### src/rtl/truth_table_sweeper_pkg.sv
// Shared definitions for the Guia 04 truth-table sweep blocks:
// sweep FSM state encoding, row count and index/counter widths.
package guia04_pkg;

  localparam int ROWS   = 16;
  localparam int IDX_W  = 4;
  localparam int CNT_W  = 4;
  localparam int MCNT_W = 5;

  typedef enum logic [1:0] {
    S_IDLE   = 2'd0,
    S_APPLY  = 2'd1,
    S_SAMPLE = 2'd2,
    S_DONE   = 2'd3
  } state_t;

endpackage

### src/rtl/truth_table_sweeper_if.sv
// Connection between the sweeper and the block it exercises/captures.
// Handshake: start is a one-cycle request, honoured only while busy=0;
// done pulses for exactly one cycle at sweep end, and the tables and flags
// are stable from that cycle until the next accepted start or reset.
interface truth_table_sweeper_if;
  import guia04_pkg::*;

  logic                start;
  logic                sop_in;
  logic                pos_in;
  logic                x;
  logic                y;
  logic                w;
  logic                z;
  logic                busy;
  logic                done;
  logic [ROWS-1:0]     sop_table;
  logic [ROWS-1:0]     pos_table;
  logic                mismatch;
  logic [MCNT_W-1:0]   mismatch_count;
  logic [IDX_W-1:0]    first_mismatch;
  state_t              state;

  // Side that requests sweeps and hosts the expression block.
  modport master (
    output start, sop_in, pos_in,
    input  x, y, w, z, busy, done, sop_table, pos_table,
           mismatch, mismatch_count, first_mismatch, state
  );

  // The sweeper itself.
  modport slave (
    input  start, sop_in, pos_in,
    output x, y, w, z, busy, done, sop_table, pos_table,
           mismatch, mismatch_count, first_mismatch, state
  );
endinterface

### src/rtl/truth_table_sweeper_settle_counter.sv
// 4-bit settle counter with clear/enable. term is high while the count
// equals SETTLE-1, i.e. on the last settle cycle of a row.
module settle_counter
  import guia04_pkg::*;
#(
  parameter int SETTLE = 1
) (
  input  logic             clk,
  input  logic             reset,
  input  logic             clear,
  input  logic             enable,
  output logic [CNT_W-1:0] count,
  output logic             term
);

  localparam logic [CNT_W-1:0] TERM_VAL = CNT_W'(SETTLE - 1);

  // Count settle cycles; clear wins over enable.
  always_ff @(posedge clk) begin
    if (reset) begin
      count <= '0;
    end else if (clear) begin
      count <= '0;
    end else if (enable) begin
      count <= count + 1'b1;
    end
  end

  assign term = (count == TERM_VAL);

endmodule

### src/rtl/truth_table_sweeper.sv
// Walks {x,y,w,z} through rows 0..F, holds each row SETTLE cycles, then
// samples the SoP/PoS outputs of the block under test into truth tables
// and records any rows where the two forms disagree.
// SETTLE legal range is 1..15.
module truth_table_sweeper
  import guia04_pkg::*;
#(
  parameter int SETTLE = 1
) (
  input  logic                  clk,
  input  logic                  reset,
  truth_table_sweeper_if.slave  bus
);

  state_t              state;
  logic [IDX_W-1:0]    idx;
  logic                busy_r;
  logic                done_r;
  logic [ROWS-1:0]     sop_tab;
  logic [ROWS-1:0]     pos_tab;
  logic                mm_flag;
  logic [MCNT_W-1:0]   mm_count;
  logic [IDX_W-1:0]    mm_first;

  logic                cnt_clear;
  logic                cnt_en;
  logic                cnt_term;
  logic [CNT_W-1:0]    cnt_value;

  // Restart the settle count on sweep start and on every row advance.
  assign cnt_clear = ((state == S_IDLE) && bus.start) || (state == S_SAMPLE);
  assign cnt_en    = (state == S_APPLY);

  settle_counter #(.SETTLE(SETTLE)) u_settle (
    .clk    (clk),
    .reset  (reset),
    .clear  (cnt_clear),
    .enable (cnt_en),
    .count  (cnt_value),
    .term   (cnt_term)
  );

  // Sweep FSM with all outputs registered; reset aborts a sweep at once.
  always_ff @(posedge clk) begin
    if (reset) begin
      state    <= S_IDLE;
      idx      <= '0;
      busy_r   <= 1'b0;
      done_r   <= 1'b0;
      sop_tab  <= '0;
      pos_tab  <= '0;
      mm_flag  <= 1'b0;
      mm_count <= '0;
      mm_first <= '0;
    end else begin
      done_r <= 1'b0;
      case (state)
        S_IDLE: begin
          busy_r <= 1'b0;
          if (bus.start) begin
            sop_tab  <= '0;
            pos_tab  <= '0;
            mm_flag  <= 1'b0;
            mm_count <= '0;
            mm_first <= '0;
            idx      <= '0;
            busy_r   <= 1'b1;
            state    <= S_APPLY;
          end
        end
        S_APPLY: begin
          if (cnt_term) begin
            state <= S_SAMPLE;
          end
        end
        S_SAMPLE: begin
          sop_tab[idx] <= bus.sop_in;
          pos_tab[idx] <= bus.pos_in;
          if (bus.sop_in != bus.pos_in) begin
            mm_count <= mm_count + 1'b1;
            if (!mm_flag) begin
              mm_flag  <= 1'b1;
              mm_first <= idx;
            end
          end
          if (idx == IDX_W'(ROWS - 1)) begin
            done_r <= 1'b1;
            state  <= S_DONE;
          end else begin
            idx   <= idx + 1'b1;
            state <= S_APPLY;
          end
        end
        S_DONE: begin
          busy_r <= 1'b0;
          state  <= S_IDLE;
        end
        default: begin
          state <= S_IDLE;
        end
      endcase
    end
  end

  assign bus.x              = idx[3];
  assign bus.y              = idx[2];
  assign bus.w              = idx[1];
  assign bus.z              = idx[0];
  assign bus.busy           = busy_r;
  assign bus.done           = done_r;
  assign bus.sop_table      = sop_tab;
  assign bus.pos_table      = pos_tab;
  assign bus.mismatch       = mm_flag;
  assign bus.mismatch_count = mm_count;
  assign bus.first_mismatch = mm_first;
  assign bus.state          = state;

endmodule

### src/flat_wrapper.sv
// flat-port wrapper written by rule: the top's interface ports become plain ports
module truth_table_sweeper_flat import guia04_pkg::*;
#(
  parameter int SETTLE = 1
)
  (clk, reset, bus_start, bus_sop_in, bus_pos_in, bus_x, bus_y, bus_w, bus_z, bus_busy, bus_done, bus_sop_table, bus_pos_table, bus_mismatch, bus_mismatch_count, bus_first_mismatch, bus_state);
  truth_table_sweeper_if bus_i ();
  input  logic clk;
  input  logic reset;
  input wire logic [$bits(bus_i.start)-1:0] bus_start;
  input wire logic [$bits(bus_i.sop_in)-1:0] bus_sop_in;
  input wire logic [$bits(bus_i.pos_in)-1:0] bus_pos_in;
  output wire logic [$bits(bus_i.x)-1:0] bus_x;
  output wire logic [$bits(bus_i.y)-1:0] bus_y;
  output wire logic [$bits(bus_i.w)-1:0] bus_w;
  output wire logic [$bits(bus_i.z)-1:0] bus_z;
  output wire logic [$bits(bus_i.busy)-1:0] bus_busy;
  output wire logic [$bits(bus_i.done)-1:0] bus_done;
  output wire logic [$bits(bus_i.sop_table)-1:0] bus_sop_table;
  output wire logic [$bits(bus_i.pos_table)-1:0] bus_pos_table;
  output wire logic [$bits(bus_i.mismatch)-1:0] bus_mismatch;
  output wire logic [$bits(bus_i.mismatch_count)-1:0] bus_mismatch_count;
  output wire logic [$bits(bus_i.first_mismatch)-1:0] bus_first_mismatch;
  output wire logic [$bits(bus_i.state)-1:0] bus_state;
  assign bus_i.start = bus_start;
  assign bus_i.sop_in = bus_sop_in;
  assign bus_i.pos_in = bus_pos_in;
  assign bus_x = bus_i.x;
  assign bus_y = bus_i.y;
  assign bus_w = bus_i.w;
  assign bus_z = bus_i.z;
  assign bus_busy = bus_i.busy;
  assign bus_done = bus_i.done;
  assign bus_sop_table = bus_i.sop_table;
  assign bus_pos_table = bus_i.pos_table;
  assign bus_mismatch = bus_i.mismatch;
  assign bus_mismatch_count = bus_i.mismatch_count;
  assign bus_first_mismatch = bus_i.first_mismatch;
  assign bus_state = bus_i.state;
  truth_table_sweeper #(.SETTLE(SETTLE)) u_core (.clk(clk), .reset(reset), .bus(bus_i));
endmodule
### config.mk
export PLATFORM = sky130hd
export DESIGN_NAME = truth_table_sweeper_flat
export DESIGN_NICKNAME = d
export VERILOG_FILES = /design/src/rtl/truth_table_sweeper_pkg.sv /design/src/rtl/truth_table_sweeper_if.sv /design/src/rtl/truth_table_sweeper_settle_counter.sv /design/src/rtl/truth_table_sweeper.sv /design/src/flat_wrapper.sv
export SDC_FILE = /design/constraint.sdc
export NUM_CORES = 1
export LEC_CHECK = 0
export CORE_ASPECT_RATIO = 1.25
export CORE_MARGIN = 1.5
export CORE_UTILIZATION = 55
export DETAILED_ROUTE_END_ITERATION = 16
export DONT_BUFFER_PORTS = 1
export HOLD_SLACK_MARGIN = 0.06
export PLACE_DENSITY = 0.81
export RECOVER_POWER = 50
export SLEW_MARGIN = 25
export SYNTH_ARGS = -nofsm -noshare
export SYNTH_HDL_FRONTEND = slang
export SYNTH_HIERARCHICAL = 1
export SYNTH_SLANG_ARGS = --single-unit
### constraint.sdc
create_clock -name clk -period 2 [get_ports clk]
set_clock_uncertainty 0.1 [all_clocks]
set_input_delay 0.3 -clock clk [delete_from_list [all_inputs] [get_ports clk]]
set_output_delay 0.3 -clock clk [all_outputs]
set_load 0.02 [all_outputs]
==> results.md <==
* Run status: completed
* Vias in the first global route at between 2000 and 2500
* Delay-heaviest family, CP: buffers and inverters
* CP required at between 2000 and 2500 ps
* Share of cells above drive strength 1 at 9.36%
* Startpoint Class: register
* Final Hold Viols at 0
* First-pass GRT wire length at 9830 um
* Largest area contributor in the netlist: dfxtp_1
* Final Max Tran Viols at 0
* Syn Area/Cell at between 8 and 9 um^2
* Top cells by area, synth: dfxtp_1 (42%), ha_1 (6.3%), a32oi_1 (5.4%)
* CTS sink count at 54
* Worst path buffer plus inverter count at 2
* Worst Tran Pin Value at approximately 510 ps
* N_diodes at 0
* Min-Delay Path Class: in -> reg
* Commonest non-fill, non-tap cells in the layout: dfxtp_1 (54), nor2_1 (31), nand2_1 (27)
* Worst-Skew Late Latency at around 310 ps
* RePlAce Congestion at approximately 0.85
* Placed wire-length estimate at 4030 um
* Mapped Cells at 295
* Number of remaining DRC errors at 0
* Synthesis-to-layout area growth at 8.18%
* I/O pins at 55
* Core ar. at 4460 um^2
* Crit path arrival time at roughly 2000 ps
* Static leakage at 1.03 nW
* Overflow left after global routing at 0
* Post-CTS setup buffers at 0
* Fin crit period at between 1500 and 2000 ps
* I/O Buffers at 0
* CTS Buf Count at 5
* Clock tree buffer depth at 2
* Yosys warns at 6
* Max Fanout on Critical Path at 15
* Crit-path cells: inv_1, ha_1, mux2i_4, buf_4, o21bai_1, nand2_1, a21oi_1
* Setup TNS at 0 ps
* Critical path type: reg -> reg
* Yosys cell types at 43
* Die Area at between 5000 and 6000 um^2
* TritonCTS clock tree: done
* Syn_nets at 313
* Total power at between 0.002 and 0.0025 W
* Drt pass-1 iters at 4
* Post-DRT Antenna Nets at 0
* Commonest non-fill, non-tap cell in the layout: dfxtp_1
* Mean routed wirelength per cell at 16.4 um
* Initial core utilization at between 50% and 60%
* CP max-delay cell: dfxtp_1
* PwrDens at 888 nW/um^2
* Post-DR vias/cell at 5.94
* Iteration-0 DRC Markers at ~130
* Element type at the critical path end: register
* Slowest cell delay on critical path at between 300 and 400 ps
* RSZ-0062 raised after global routing: false
* Synth Register Bits at 54
* Height of the die at roughly 80 um
* Htree depth at 2
* Post-synthesis sequential area ratio at 41.6%
* Area fraction of the dominant cell type after synthesis at approximately two fifths
* Clock Pin Slew Worst Setup and Hold Paths at roughly 100 ps
* Fmax at about 540 MHz
* Max_cap viols at 0
* Max VDD drop at 0.541 mV
* Period utilization at between 90% and 100%
* Antenna violations before repair at 0
* CTS Root Cell: clkbuf_8
* Final net count at ~320
* Largest net degree at the start of global routing at 50
* Chip Width at about 64 um
* Drt total wl at around 6000 um
* Final Setup Violations at 0
* Mapped Area at around 2600 um^2
* Max transition margin at 65.7%
* Via count at ~2100
* Tot GR Track Use at approximately a quarter
* # rows at 27
## worst paths after layout
| path | start | endpoint | slack, ps | depth (start not counted) |
|---|---|---|---|---|
| setup / recovery | u_core/bus.state[0] | u_core/bus.pos_table[3] | 150 | 7 |
| hold reg to reg | u_core/idx[1] | u_core/idx[1] | 420 | 2 |
| setup reg to reg | u_core/bus.state[0] | u_core/bus.pos_table[3] | 150 | 7 |
| hold / removal | reset | u_core/u_settle/count[2] | 70 | 2 |
## sequential cells by signal, summed over array words and instances (netlist names)
register	cells
u_core/bus.sop_table	16
u_core/idx	4
u_core/bus.done	1
u_core/u_settle/count	4
u_core/bus.pos_table	16
u_core/bus.busy	1
u_core/bus.mismatch	1
u_core/bus.first_mismatch	4
u_core/bus.mismatch_count	5
u_core/bus.state	2
## synthesized netlist by cell type (all sizes together)
cell / number
mux2i: 3
nor2: 31
a21bo: 1
a21oi: 26
or2: 1
xnor2: 2
or3: 2
ha: 13
dfxtp: 54
nand3b: 9
and3: 6
xor2: 1
a22oi: 8
mux2: 3
o211ai: 1
and2b: 1
nand2b: 5
clkbuf: 16
o32ai: 1
nand2: 27
nand4: 3
a21boi: 1
o21ba: 1
nor2b: 2
inv: 11
a21o: 9
nor3: 3
nor3b: 7
a32oi: 16
a211oi: 3
nand3: 10
a41oi: 1
and2: 2
o21bai: 8
o21ai: 2
buf: 5
## report_power, final
part | internal [W] | leakage [nW] | switching (W)
Combinational | 0.000243 | 0.541 | 0.000389
Sequential | 0.00110 | 0.436 | 0.0000331
Clock | 0.000374 | 0.0514 | 0.000356
Total | 0.00172 | 1.03 | 0.000777
## per-stage QoR
stage / utilization [%] / setup WS, ps / std cells / cell area (um^2) / hold WS (ps)
final: 63.1 / 154 / 357 / 2810 / 72.7
after global routing: 63.1 / 10.4 / 357 / 2810 / 67.3
after CTS: 63.4 / 177 / 357 / 2830 / 75.0
after detailed placement: 60.3 / 200 / 347 / 2690 / 277
after global placement: 60.3 / 259 / 347 / 2690 / 275
after floorplan: - / 92.9 / 295 / 2600 / 384
## logic make-up after synthesis
kind of cell	count (synthesis)	share of synthesized area, %
compound gates	78	21.9
xor+xnor	3	1.01
buf+inv	32	5.34
fa+ha+maj	13	6.26
flops	54	41.6
mux	6	3.08
simple gates	109	20.8
## metal layers
| layer | global-route usage [%] | vias up | part of all wire, % |
|---|---|---|---|
| met5 | 0 | - | 0 |
| met4 | 9.15 | 0 | 1.1 |
| met3 | 6.49 | 4 | 6.1 |
| met2 | 40.1 | 63 | 49 |
| met1 | 30.0 | 1009 | 44 |
| li1 | - | 1046 | - |
## area by class of cell
class	count	area [um^2]
fillers	379	1650
multi-input cells	209	1380
flip-flops and latches	54	1080
repair buffers	17	128
clock buffers	6	72.6
well taps	58	72.6
inverters	11	41.3
clock inverters	2	37.5
## repair_timing
| action | 4_1_cts | 5_1_grt |
|---|---|---|
| hold buffers | 2 | 0 |
| endpoints found under the hold margin | 49 | 0 |
| resized for setup | 0 | 0 |
Power figures use the tool's default switching activity.
